**src/rtl/pc_fetch_pkg.sv**
```systemverilog
// Shared fetch-stage types and reset/increment defaults used by fetch, decode and CSR blocks.
package pc_fetch_pkg;

  localparam int unsigned DEFAULT_XLEN         = 32;
  localparam logic [31:0] DEFAULT_RESET_VECTOR = 32'h0;
  localparam int unsigned DEFAULT_INCR         = 4;
  localparam int unsigned DEFAULT_ALIGN_BITS   = 2;

  typedef enum logic [1:0] {
    BOOT,
    RUN,
    HALT
  } state_e;

  typedef enum logic [1:0] {
    NONE,
    BR,
    TRAP
  } cause_e;

endpackage

```
**src/rtl/pc_redirect_arb.sv**
```systemverilog
// Redirect arbitration: trap-over-branch priority, target alignment, and the
// pending-redirect register that holds a redirect until the PC may change.
module pc_redirect_arb
  import pc_fetch_pkg::*;
#(
  parameter int unsigned XLEN       = DEFAULT_XLEN,
  parameter int unsigned ALIGN_BITS = DEFAULT_ALIGN_BITS
) (
  input  logic            clk,
  input  logic            reset,
  input  logic            trap_valid,
  input  logic [XLEN-1:0] trap_target,
  input  logic            br_valid,
  input  logic [XLEN-1:0] br_target,
  input  logic            capture,
  input  logic            clear,
  output logic            redir,
  output logic            misalign,
  output logic            eff_valid,
  output logic [XLEN-1:0] eff_tgt
);

  logic [XLEN-1:0] raw_tgt;
  logic [XLEN-1:0] new_tgt;
  cause_e          new_cause;
  cause_e          eff_cause;
  logic            keep_pend;
  logic            pend_valid;
  logic [XLEN-1:0] pend_tgt;
  cause_e          pend_cause;

  // Pick the winning new redirect, align it, and merge it with any pending one.
  always_comb begin
    raw_tgt   = trap_valid ? trap_target : br_target;
    new_cause = trap_valid ? TRAP : (br_valid ? BR : NONE);
    redir     = trap_valid | br_valid;
    misalign  = redir & (|raw_tgt[ALIGN_BITS-1:0]);
    new_tgt   = raw_tgt;
    new_tgt[ALIGN_BITS-1:0] = '0;
    // A pending trap is only displaced by another trap.
    keep_pend = pend_valid && (pend_cause == TRAP) && !trap_valid;
    if (redir && !keep_pend) begin
      eff_valid = 1'b1;
      eff_tgt   = new_tgt;
      eff_cause = new_cause;
    end else begin
      eff_valid = pend_valid;
      eff_tgt   = pend_tgt;
      eff_cause = pend_cause;
    end
  end

  // Pending-redirect register: loaded while the PC is locked, cleared once applied.
  always_ff @(posedge clk or posedge reset) begin
    if (reset) begin
      pend_valid <= 1'b0;
      pend_tgt   <= '0;
      pend_cause <= NONE;
    end else if (clear) begin
      pend_valid <= 1'b0;
      pend_cause <= NONE;
    end else if (capture && redir) begin
      pend_valid <= eff_valid;
      pend_tgt   <= eff_tgt;
      pend_cause <= eff_cause;
    end
  end

endmodule

```
**src/rtl/pc_fetch_gen.sv**
```systemverilog
// Fetch-stage program-counter generator: PC register, fetch handshake toward
// instruction memory, stall/halt control and redirect application.
module pc_fetch_gen
  import pc_fetch_pkg::*;
#(
  parameter int unsigned     XLEN         = DEFAULT_XLEN,
  parameter logic [XLEN-1:0] RESET_VECTOR = XLEN'(DEFAULT_RESET_VECTOR),
  parameter int unsigned     INCR         = DEFAULT_INCR,
  parameter int unsigned     ALIGN_BITS   = DEFAULT_ALIGN_BITS
) (
  input  logic            clk,
  input  logic            reset,
  input  logic            stall,
  input  logic            halt,
  input  logic            resume,
  input  logic            br_valid,
  input  logic [XLEN-1:0] br_target,
  input  logic            trap_valid,
  input  logic [XLEN-1:0] trap_target,
  output logic            fetch_valid,
  input  logic            fetch_ready,
  output logic [XLEN-1:0] fetch_addr,
  output logic [XLEN-1:0] fetch_pc_q,
  output logic            redirect_taken,
  output logic            misalign_err
);

  state_e          state;
  state_e          state_nx;
  logic [XLEN-1:0] pc;
  logic            out_q;
  logic            accept;
  logic            hold;
  logic            direct;
  logic            capture;
  logic            clear;
  logic            redir;
  logic            misalign;
  logic            eff_valid;
  logic [XLEN-1:0] eff_tgt;

  pc_redirect_arb #(
    .XLEN       (XLEN),
    .ALIGN_BITS (ALIGN_BITS)
  ) u_arb (
    .clk         (clk),
    .reset       (reset),
    .trap_valid  (trap_valid),
    .trap_target (trap_target),
    .br_valid    (br_valid),
    .br_target   (br_target),
    .capture     (capture),
    .clear       (clear),
    .redir       (redir),
    .misalign    (misalign),
    .eff_valid   (eff_valid),
    .eff_tgt     (eff_tgt)
  );

  // Handshake decode; a request once raised is held by out_q until accepted.
  always_comb begin
    fetch_valid = out_q | ((state == RUN) & ~stall);
    fetch_addr  = pc;
    accept      = fetch_valid & fetch_ready;
    hold        = fetch_valid & ~fetch_ready;
    direct      = redir & ~fetch_valid & (state != HALT);
    capture     = hold | (state == HALT);
    clear       = accept | direct;
  end

  // Next-state logic: HALT is entered only once no request is left outstanding.
  always_comb begin
    state_nx = state;
    case (state)
      BOOT:    state_nx = RUN;
      RUN:     if (halt && !hold) state_nx = HALT;
      HALT:    if (resume) state_nx = RUN;
      default: state_nx = BOOT;
    endcase
  end

  // State register.
  always_ff @(posedge clk or posedge reset) begin
    if (reset) state <= BOOT;
    else       state <= state_nx;
  end

  // PC, accepted-PC and status pulse registers.
  always_ff @(posedge clk or posedge reset) begin
    if (reset) begin
      pc             <= RESET_VECTOR;
      fetch_pc_q     <= '0;
      out_q          <= 1'b0;
      redirect_taken <= 1'b0;
      misalign_err   <= 1'b0;
    end else begin
      out_q          <= hold;
      redirect_taken <= 1'b0;
      misalign_err   <= misalign;
      if (accept) begin
        fetch_pc_q     <= pc;
        pc             <= eff_valid ? eff_tgt : pc + XLEN'(INCR);
        redirect_taken <= eff_valid;
      end else if (direct) begin
        pc             <= eff_tgt;
        redirect_taken <= 1'b1;
      end
    end
  end

endmodule
```
**config.mk**
```make
export PLATFORM = sky130hd
export DESIGN_NAME = pc_fetch_gen
export DESIGN_NICKNAME = d
export VERILOG_FILES = /design/src/rtl/pc_fetch_pkg.sv /design/src/rtl/pc_redirect_arb.sv /design/src/rtl/pc_fetch_gen.sv
export SDC_FILE = /design/constraint.sdc
export NUM_CORES = 1
export LEC_CHECK = 0
export ABC_AREA = 1
export BUFFER_PORTS_ARGS = -buffer_cell sky130_fd_sc_hd__buf_2
export CELL_PAD_IN_SITES_DETAIL_PLACEMENT = 0
export CELL_PAD_IN_SITES_GLOBAL_PLACEMENT = 1
export CORE_UTILIZATION = 39
export CTS_CLUSTER_DIAMETER = 30
export DETAILED_ROUTE_END_ITERATION = 16
export GPL_ROUTABILITY_DRIVEN = 0
export GPL_TIMING_DRIVEN = 0
export PLACE_DENSITY_LB_ADDON = 0.15
export SLEW_MARGIN = 20
export SYNTH_ARGS = -nofsm -noshare
export SYNTH_HDL_FRONTEND = slang
export SYNTH_HIERARCHICAL = 1
export SYNTH_SLANG_ARGS = --single-unit
```
**constraint.sdc**
```tcl
create_clock -name clk -period 2.6 [get_ports clk]
set_input_delay 0.52 -clock clk [delete_from_list [all_inputs] [get_ports clk]]
set_output_delay 0.52 -clock clk [all_outputs]
set_load 0.02 [all_outputs]
```
## Yosys cells after proc, flatten, opt, wreduce, memory -nomap -nowiden

Cells that the tools add are included.

- Flip-flop bits (word level): 104
- Memories: 0
- Memory bits (read-only): 0
- Memory bits (writable): 0
- Output and inout bits: 67
- Bits of input ports: 72
- Word-level logic and storage cells: 64
- Latch bits: 0

- Add/sub/neg operators: 1
- Shift-type cells: 0
- Multiplexer cells: 18
- $mul: 0
- Bitwise gates (word level): 14
- Divide/modulo/power cells: 0
- Reductions and logical operators: 16
- Equal/unequal tests: 6
- Order comparisons: 0

Operator list:

| cell | number |
|---|---|
| 32-bit two-way mux | 5 |
| 32-bit by 3-bit adder with 32-bit output, second input constant | 1 |
| 2-bit two-way mux | 6 |
| 1-bit bitwise AND | 6 |
| 1-bit two-way mux | 6 |
| 2-bit one-hot mux with 3 select lines | 1 |
| 2-bit AND reduction | 3 |
| 2-bit nonzero test | 3 |
| 1-bit logical AND | 5 |
| 2-bit equality test, second input constant | 2 |
| 2-bit inequality test, second input constant | 2 |
| 1-bit inverter | 4 |
| 1-bit OR | 4 |
| 1-bit zero test | 3 |
| 2-bit by 1-bit equality test with 1-bit output, second input constant | 1 |
| 2-bit zero test | 1 |
| 2-bit by 1-bit inequality test with 1-bit output, second input constant | 1 |
| 2-bit OR reduction | 1 |

## Longest topological paths before layout

Gate-level depths: netlist (run 1).

- Depth after elaboration: 9
- Gate-level depth with buffers: 14
- Gate-level depth less buffers: 12

## Modules after synthesis

The synthesis (run 1) kept the hierarchy.

By module, submodules not included:

| module | sequential area each (µm²) | cells each | times used | area each (µm²) |
|---|---|---|---|---|
| pc_fetch_gen | 1726.7 | 519 | 1 | 3906.2 |
| pc_redirect_arb | 875.8 | 335 | 1 | 2249.7 |

## Worst setup path after synthesis (run 1)

Ideal clock, no wire load.

- Kind: input port to flip-flop
- Start: in trap_valid
- End: reg u_arb.pend_tgt[10]
- Path slack: 679 ps
- Data required time: 2474 ps
- Data arrival time: 1795 ps
- Stages on the path: 11
- Setup time: 126 ps
- Buffers on the path: 3
- Cell sequence: buf_6 inv_4 nand2_4 nand4_4 nand2_4 buf_4 inv_1 nand3_4 nor2_8 buf_2 o21ai_0

- Word-level cells in the longest chain between the ends: 6
- Elaborated cells on any way between the ends: 13
- Classes of those cells: 2 x mux; 5 x bitwise; 6 x reduce/logical

RTL lines:

| what | RTL line | source |
|---|---|---|
| start: declaration | pc_fetch_gen.sv:18 | `input logic trap_valid,` |
| 1-bit OR | pc_redirect_arb.sv:36 | `redir = trap_valid \| br_valid;` |
| via redir | pc_fetch_gen.sv:37 | `logic redir;` |
| 1-bit bitwise AND (2 in series) | pc_fetch_gen.sv:66 | `direct = redir & ~fetch_valid & (state != HALT);` |
| 1-bit OR | pc_fetch_gen.sv:68 | `clear = accept \| direct;` |
| via clear | pc_fetch_gen.sv:36 | `logic clear;` |
| 1-bit inverter (no source line) | - |  |
| 2-bit AND reduction (no source line) | - |  |
| end signal: assignment | pc_redirect_arb.sv:64 | `pend_tgt <= eff_tgt;` |
| end: declaration | pc_redirect_arb.sv:29 | `logic [XLEN-1:0] pend_tgt;` |

The timed path passes the listed nets, and every way through them passes these cells.
A chain may end at the register's enable or synchronous reset.

## Worst setup path in the final report (run 1)

- Start: reg state[0]
- End: reg u_arb.pend_tgt[12]

- Word-level cells in the longest chain between the ends: 9
- Elaborated cells on any way between the ends: 15
- Classes of those cells: 3 x eq/ne; 10 x bitwise; 2 x reduce/logical

RTL lines:

| what | RTL line | source |
|---|---|---|
| start: declaration | pc_fetch_gen.sv:28 | `state_e state;` |
| start signal: assignment | pc_fetch_gen.sv:85 | `else state <= state_nx;` |
| 2-bit by 1-bit equality test with 1-bit output | pc_fetch_gen.sv:62 | `fetch_valid = out_q \| ((state == RUN) & ~stall);` |
| 1-bit bitwise AND | pc_fetch_gen.sv:62 |  |
| 1-bit OR | pc_fetch_gen.sv:62 |  |
| 1-bit inverter | pc_fetch_gen.sv:66 |  |
| 1-bit bitwise AND (2 in series) | pc_fetch_gen.sv:66 |  |
| 1-bit OR (*) | pc_fetch_gen.sv:68 |  |
| via clear | pc_fetch_gen.sv:36 |  |
| 1-bit inverter (no source line) (*) | - |  |
| 2-bit AND reduction (no source line) (*) | - |  |

The timed path passes the listed nets; every way through them passes the cells marked *.

==> impl_metrics.env, run 1 <==
export IMPL_status="complete, no violations"
export IMPL_nets=1077
export IMPL_first_pass_iters=5
export IMPL_p_leak_nw=3.96
export IMPL_drtIter0Drc=311
export IMPL_grt_overflow=0
export IMPL_ios=139
export IMPL_cts_max_level=3
export IMPL_via_per_inst=4.71
export IMPL_cp_start_kind="flop"
export IMPL_die_area_sq_um=16300
export IMPL_cts_tree="yes"
export IMPL_ys_types=35
export IMPL_chipWidth_microns=128
export IMPL_wl_per_cell_microns=14.7
export IMPL_r2r_cells=12
export IMPL_syn_nets=927
export IMPL_synth_seq_cells=104
export IMPL_critPathKind="reg -> reg"
export IMPL_hold_slack_ns=0.0772
export IMPL_synth_area_sq_um=6160
export IMPL_post_cts_buffers=0
export IMPL_grt_max_degree=42
export IMPL_avgSynthCellArea_sq_um=7.21
export IMPL_drt_wl_total_microns=17900
export IMPL_synth_flop_cell="dfrtp_1"
export IMPL_cts_sinks=104
export IMPL_numPortBuffers=137
export IMPL_ctsRootBufferMaster="clkbuf_16"
export IMPL_cp_arrival_ns=2.28
export IMPL_maxCapViolations=0
export IMPL_fmax_mhz=487
export IMPL_layout_cells_non_filler=1220
export IMPL_diodes=0
export IMPL_tightest_slew_ns=0.520
export IMPL_cts_resized=0
export IMPL_power_density_nw_per_um2=1050
export IMPL_cts_hold_buffers=0
export IMPL_critical_path_max_fanout=11
export IMPL_detail_route_antenna_nets=0
export IMPL_slew_headroom=0.653
export IMPL_slowest_delay_ns=0.37
export IMPL_clock_latency_ns=0.36
export IMPL_period_minus_slack_ns=2.05
export IMPL_grt_pass1_vias=5521
export IMPL_pre_cts_slack_ns=0.327
export IMPL_crit_buf_inv=4
export IMPL_r2r_slack_ns=0.55
export IMPL_crit_path_frequent_cell="nand2_4"
export IMPL_coreArea_sq_um=15300
export IMPL_async_flop_share=1.00
export IMPL_fin_ws_ns=0.548
export IMPL_synth_most_common_cell="nand2_1"
export IMPL_yosysWarnings=6
export IMPL_fin_crit_sh=0.789
export IMPL_synthCells=854
export IMPL_reg2reg_to="u_arb/pend_tgt[12]"
export IMPL_hold_viol=0
export IMPL_synth_top_cell_by_area="dfrtp_1"
export IMPL_tns_ns=0
export IMPL_hold_class="in -> async"
export IMPL_required_ns=2.83
export IMPL_drc=0
export IMPL_hpwl_microns=13900
export IMPL_skew_ns=0.00632
export IMPL_end_kind="flop"
export IMPL_fp_row_count=45
export IMPL_dp_cells=1204
export IMPL_die_h_microns=128
export IMPL_rsz0062_at_grt="no"
export IMPL_setup_viol=0
export IMPL_antenna_found_initial=0
export IMPL_grt_usage=0.233
export IMPL_finalPower_w=0.00785
export IMPL_ys_seq_area_frac=0.423
export IMPL_vias=5741
export IMPL_crit_family="simple AND/OR/NAND/NOR gates"
export IMPL_synth_common_cells="nand2_1 (345), dfrtp_1 (104), inv_1 (102), o21ai_0 (79), nand3_1 (57)"
export IMPL_cts_clk_slew_worst_paths_ns=0.07
export IMPL_synth_edf_count=0
export IMPL_clockBufferDepth=2
export IMPL_r2r_start="state[0]"
export IMPL_final_layout_size_suffix_gt1_frac=0.226
export IMPL_initial_core_util=0.402
export IMPL_grt_first_pass_wirelength_microns=29000
export IMPL_slew_violations=0
export IMPL_cp_cell_sequence="inv_2 > nor2_4 > nand2_4 > nand2_8 > nand2_4 > nand2_4 > buf_4 > inv_1 > nand3_4 > nor2_8 > buf_2 > o21ai_0"
export IMPL_cts_buffers=9
export IMPL_synth_top_area_share=0.423
export IMPL_critPathSlowestCell="dfrtp_1"
export IMPL_area_growth_pct=21.1
export IMPL_ys_top_cells_by_area="dfrtp_1 (42%), nand2_1 (21%), o21ai_0 (6.4%)"
export IMPL_vdd_ir_drop_max_uv=422
-- how the worst max path moves through the flow --
stage / from / endpoint / cells after the start
global route: state[1] / u_arb/pend_tgt[12] / 9
finish: state[0] / u_arb/pend_tgt[12] / 12
global placement: reset / fetch_pc_q[29] / 2
floorplan: reset / fetch_addr[0] / 1
CTS: state[0] / u_arb/pend_tgt[12] / 12
detailed placement: trap_valid / u_arb/pend_tgt[15] / 11
-- routing by layer --
layer  up-vias  track usage  share of wire
met3        14       0.0373          0.040
met5         -            0              0
li1       2956            -              -
met1      2624        0.320           0.48
met4         0       0.0540          0.012
met2       147        0.385           0.47
-- metrics by stage --
step / util / cell area, sq um
floorplan: - / 6160
global placement: 0.464 / 7110
detailed placement: 0.467 / 7150
CTS: 0.487 / 7450
global route: 0.487 / 7450
finish: 0.487 / 7450
-- sequential cells by signal, indices dropped and copies added (netlist names) --
signal,flops
u_arb/pend_tgt,32
fetch_addr,32
state,2
misalign_err,1
u_arb/pend_cause,2
fetch_pc_q,32
u_arb/pend_valid,1
out_q,1
redirect_taken,1
-- cells in the final DEF (no fill, tap or decap), drive strengths merged --
| master | Yosys | final |
|---|---|---|
| nor3b | 1 | 1 |
| mux2 | 2 | 2 |
| o211ai | 9 | 9 |
| ha | 1 | 1 |
| xor2 | 5 | 5 |
| a21oi | 2 | 2 |
| o21a | 2 | 2 |
| nor2 | 62 | 62 |
| o21ai | 104 | 104 |
| and2 | 2 | 2 |
| bufinv | 0 | 1 |
| nand3b | 1 | 1 |
| nand2 | 353 | 353 |
| clkbuf | 5 | 14 |
| nand4 | 3 | 3 |
| clkinv | 0 | 4 |
| dfrtp | 104 | 104 |
| buf | 31 | 170 |
| xnor2 | 1 | 1 |
| nand3 | 58 | 58 |
| clkinvlp | 0 | 1 |
| o22ai | 1 | 1 |
| inv | 106 | 107 |
| or2 | 1 | 1 |
-- area by class of cell --
| class | instances | area, sq um |
|---|---|---|
| well taps | 211 | 264 |
| clock buffers | 9 | 225 |
| repair buffers | 139 | 726 |
| fillers | 1644 | 7860 |
| clock inverters | 7 | 81.3 |
| multi-input cells | 608 | 2850 |
| flip-flops and latches | 104 | 2600 |
| inverters | 106 | 403 |
| plain buffers | 36 | 302 |
-- power by group --
part	leakage (nW)	total, W	internal, W	switching [W]
clock network	0.146	0.00142	0.000758	0.000663
registers	1.31	0.00286	0.00231	0.000550
logic	2.50	0.00358	0.00120	0.00237
-- logic make-up (layout without fill, tap and decap cells) --
family                   after synthesis  count (layout)  synth area share
AND/OR/NAND/NOR                      481             481             0.341
buffers and inverters                142             297             0.114
AO/OA/AOI/OAI                        118             118             0.107
flip-flops                           104             104             0.423
XOR/XNOR                               6               6           0.00854
multiplexers                           2               2           0.00488
adder cells (fa/ha/maj)                1               1           0.00203
(Power assumes the default switching activity.)
==> inputs of run 2 (changes only) <==
Settings changed: CORE_UTILIZATION 39 to 35.
Clock period 2.6 ns to 1.73 ns, I/O delays scaled along.
==> run 2 against run 1 <==
Net effect: first-iteration DRC count is 24% higher; clock skew rose by 0.0012 ns; global-route usage fell by 1.7 points; clock power up 37%; core utilization is 3.3 points lower; routed wire length increased by 4.2%; die area grew 11%; largest cell class unchanged.
==> impl_metrics.env, run 2 (same netlist as run 1, synthesis figures left out) <==
export IMPL_vias=5849
export IMPL_rsz0062_at_grt="yes"
export IMPL_antenna_found_initial=0
export IMPL_numPortBuffers=137
export IMPL_slew_violations=0
export IMPL_drtIter0Drc=385
export IMPL_hold_end="state[1]"
export IMPL_end_kind="flop"
export IMPL_power_density_nw_per_um2=1570
export IMPL_required_ns=2.01
export IMPL_hpwl_microns=14100
export IMPL_dp_cells=1219
export IMPL_hold_class="in -> reg"
export IMPL_crit_family="simple AND/OR/NAND/NOR gates"
export IMPL_coreArea_sq_um=17200
export IMPL_via_per_inst=4.66
export IMPL_fin_crit_sh=0.993
export IMPL_ctsRootBufferMaster="clkbuf_16"
export IMPL_final_common_cell="nand2_1"
export IMPL_fin_ws_ns=0.0116
export IMPL_setup_viol=0
export IMPL_dr_wl_met3_microns=630
export IMPL_whs_path_depth=2
export IMPL_r2r_cells=11
export IMPL_cts_buffers=9
export IMPL_p_leak_nw=4.10
export IMPL_clock_latency_ns=0.36
export IMPL_crit_path_frequent_cell="buf_6"
export IMPL_die_area_sq_um=18100
export IMPL_drc=0
export IMPL_area_growth_pct=27.1
export IMPL_routed_top_layer="met4"
export IMPL_r2r_slack_ns=0.01
export IMPL_hold_slack_ns=0.215
export IMPL_critPathKind="reg -> reg"
export IMPL_grt_pass1_vias=5498
export IMPL_wl_met2_microns=8420
export IMPL_cp_cell_sequence="nor2_4 > nand2_4 > nand2_8 > inv_6 > o21ai_4 > nand3_4 > nor2_8 > buf_6 > buf_6 > nand2_1 > o21ai_1"
export IMPL_die_h_microns=135
export IMPL_slew_headroom=0.674
export IMPL_cp_arrival_ns=2.00
export IMPL_wl_per_cell_microns=14.9
export IMPL_status="complete, no violations"
export IMPL_skew_ns=0.00751
export IMPL_cp_start_kind="flop"
export IMPL_chipWidth_microns=135
export IMPL_drt_wl_total_microns=18600
export IMPL_grt_overflow=0
export IMPL_period_minus_slack_ns=1.72
export IMPL_final_layout_size_suffix_gt1_frac=0.280
export IMPL_nets=1098
export IMPL_layout_cells_non_filler=1255
export IMPL_hold_viol=0
export IMPL_cts_max_level=3
export IMPL_r2r_start="state[1]"
export IMPL_slowest_delay_ns=0.41
export IMPL_crit_buf_inv=3
export IMPL_maxCapViolations=0
export IMPL_grt_max_degree=33
export IMPL_critPathSlowestCell="dfrtp_1"
export IMPL_first_pass_iters=6
export IMPL_worst_hold_startpoint="resume"
export IMPL_diodes=0
export IMPL_fp_row_count=48
export IMPL_wl_met1_microns=9240
export IMPL_most_common_layout_cells="nand2_1 (330), buf_2 (142), dfrtp_1 (102), inv_1 (98), nand3_1 (57)"
export IMPL_clockBufferDepth=2
export IMPL_cts_sinks=104
export IMPL_reg2reg_to="u_arb/pend_tgt[27]"
export IMPL_tightest_slew_ns=0.489
export IMPL_detail_route_antenna_nets=0
export IMPL_pre_cts_slack_ns=-0.333
export IMPL_initial_core_util=0.357
export IMPL_vdd_ir_drop_max_uv=594
export IMPL_grt_usage=0.216
export IMPL_critical_path_max_fanout=6
export IMPL_cts_clk_slew_worst_paths_ns=0.07
export IMPL_nFillCells=1854
export IMPL_fmax_mhz=582
export IMPL_cts_tree="yes"
export IMPL_grt_first_pass_wirelength_microns=29900
export IMPL_ios=139
## run 2: through the flow
step / instance area, sq um / power [W] / setup TNS [ns] / utilization
floorplan: 6170 / 0.00787 / 0 / -
detailed placement: 7200 / 0.00973 / -10.90 / 0.418
CTS: 7760 / 0.0123 / -1.45 / 0.450
finish: 7830 / 0.0123 / 0 / 0.454
global route: 7830 / 0.0132 / -1.45 / 0.454
global placement: 7140 / 0.00968 / -10.32 / 0.414
## run 2: worst register-to-register path, stage by stage (launching register included)
cell and delay, ns:
dfrtp_1 0.41, nor2_4 0.15, nand2_4 0.09, nand2_8 0.10, inv_6 0.04, o21ai_4 0.16
nand3_4 0.16, nor2_8 0.18, buf_6 0.13, buf_6 0.12, nand2_1 0.05, o21ai_1 0.06
## run 2: routing by layer
metal	track usage	vias up
met1	0.306	2700
met2	0.338	139
met4	0.0799	0
met5	0	-
li1	-	2995
met3	0.0233	15
## run 2: layout make-up
class                   instances  area, sq um  area share
plain buffers                  33          293      0.0374
clock buffers                  12          246      0.0315
clock inverters                 4         20.0     0.00256
inverters                     106          417      0.0532
multi-input cells             609         3020       0.386
flip-flops and latches        104         2610       0.333
well taps                     225          282      0.0360
repair buffers                162          943       0.121
## run 2: worst max-delay path by stage
stage | from | endpoint | slack (ns) | depth (start not counted)
global route | state[1] | u_arb/pend_tgt[27] | -0.1 | 11
floorplan | state[0] | u_arb/pend_tgt[29] | 0.01 | 12
CTS | state[0] | u_arb/pend_tgt[27] | -0.07 | 14
detailed placement | br_valid | u_arb/pend_tgt[8] | -0.33 | 12
finish | state[1] | u_arb/pend_tgt[27] | 0.01 | 11
global placement | br_valid | u_arb/pend_tgt[8] | -0.32 | 12
## run 2: what timing repair did
item / CTS / global route
endpoints found under the hold margin: 9 / 0
cloned: 5 / 1
gates resized for setup: 56 / 51
pin swaps: 8 / 9
endpoints found under the setup margin: 37 / 55
hold buffers: 1 / 0
buffers inserted: 14 / 5
## run 2: power breakdown
group	switching [W]	internal, W
sequential	0.000826	0.00347
clock	0.000941	0.00101
combinational	0.00383	0.00223
total	0.00560	0.00672
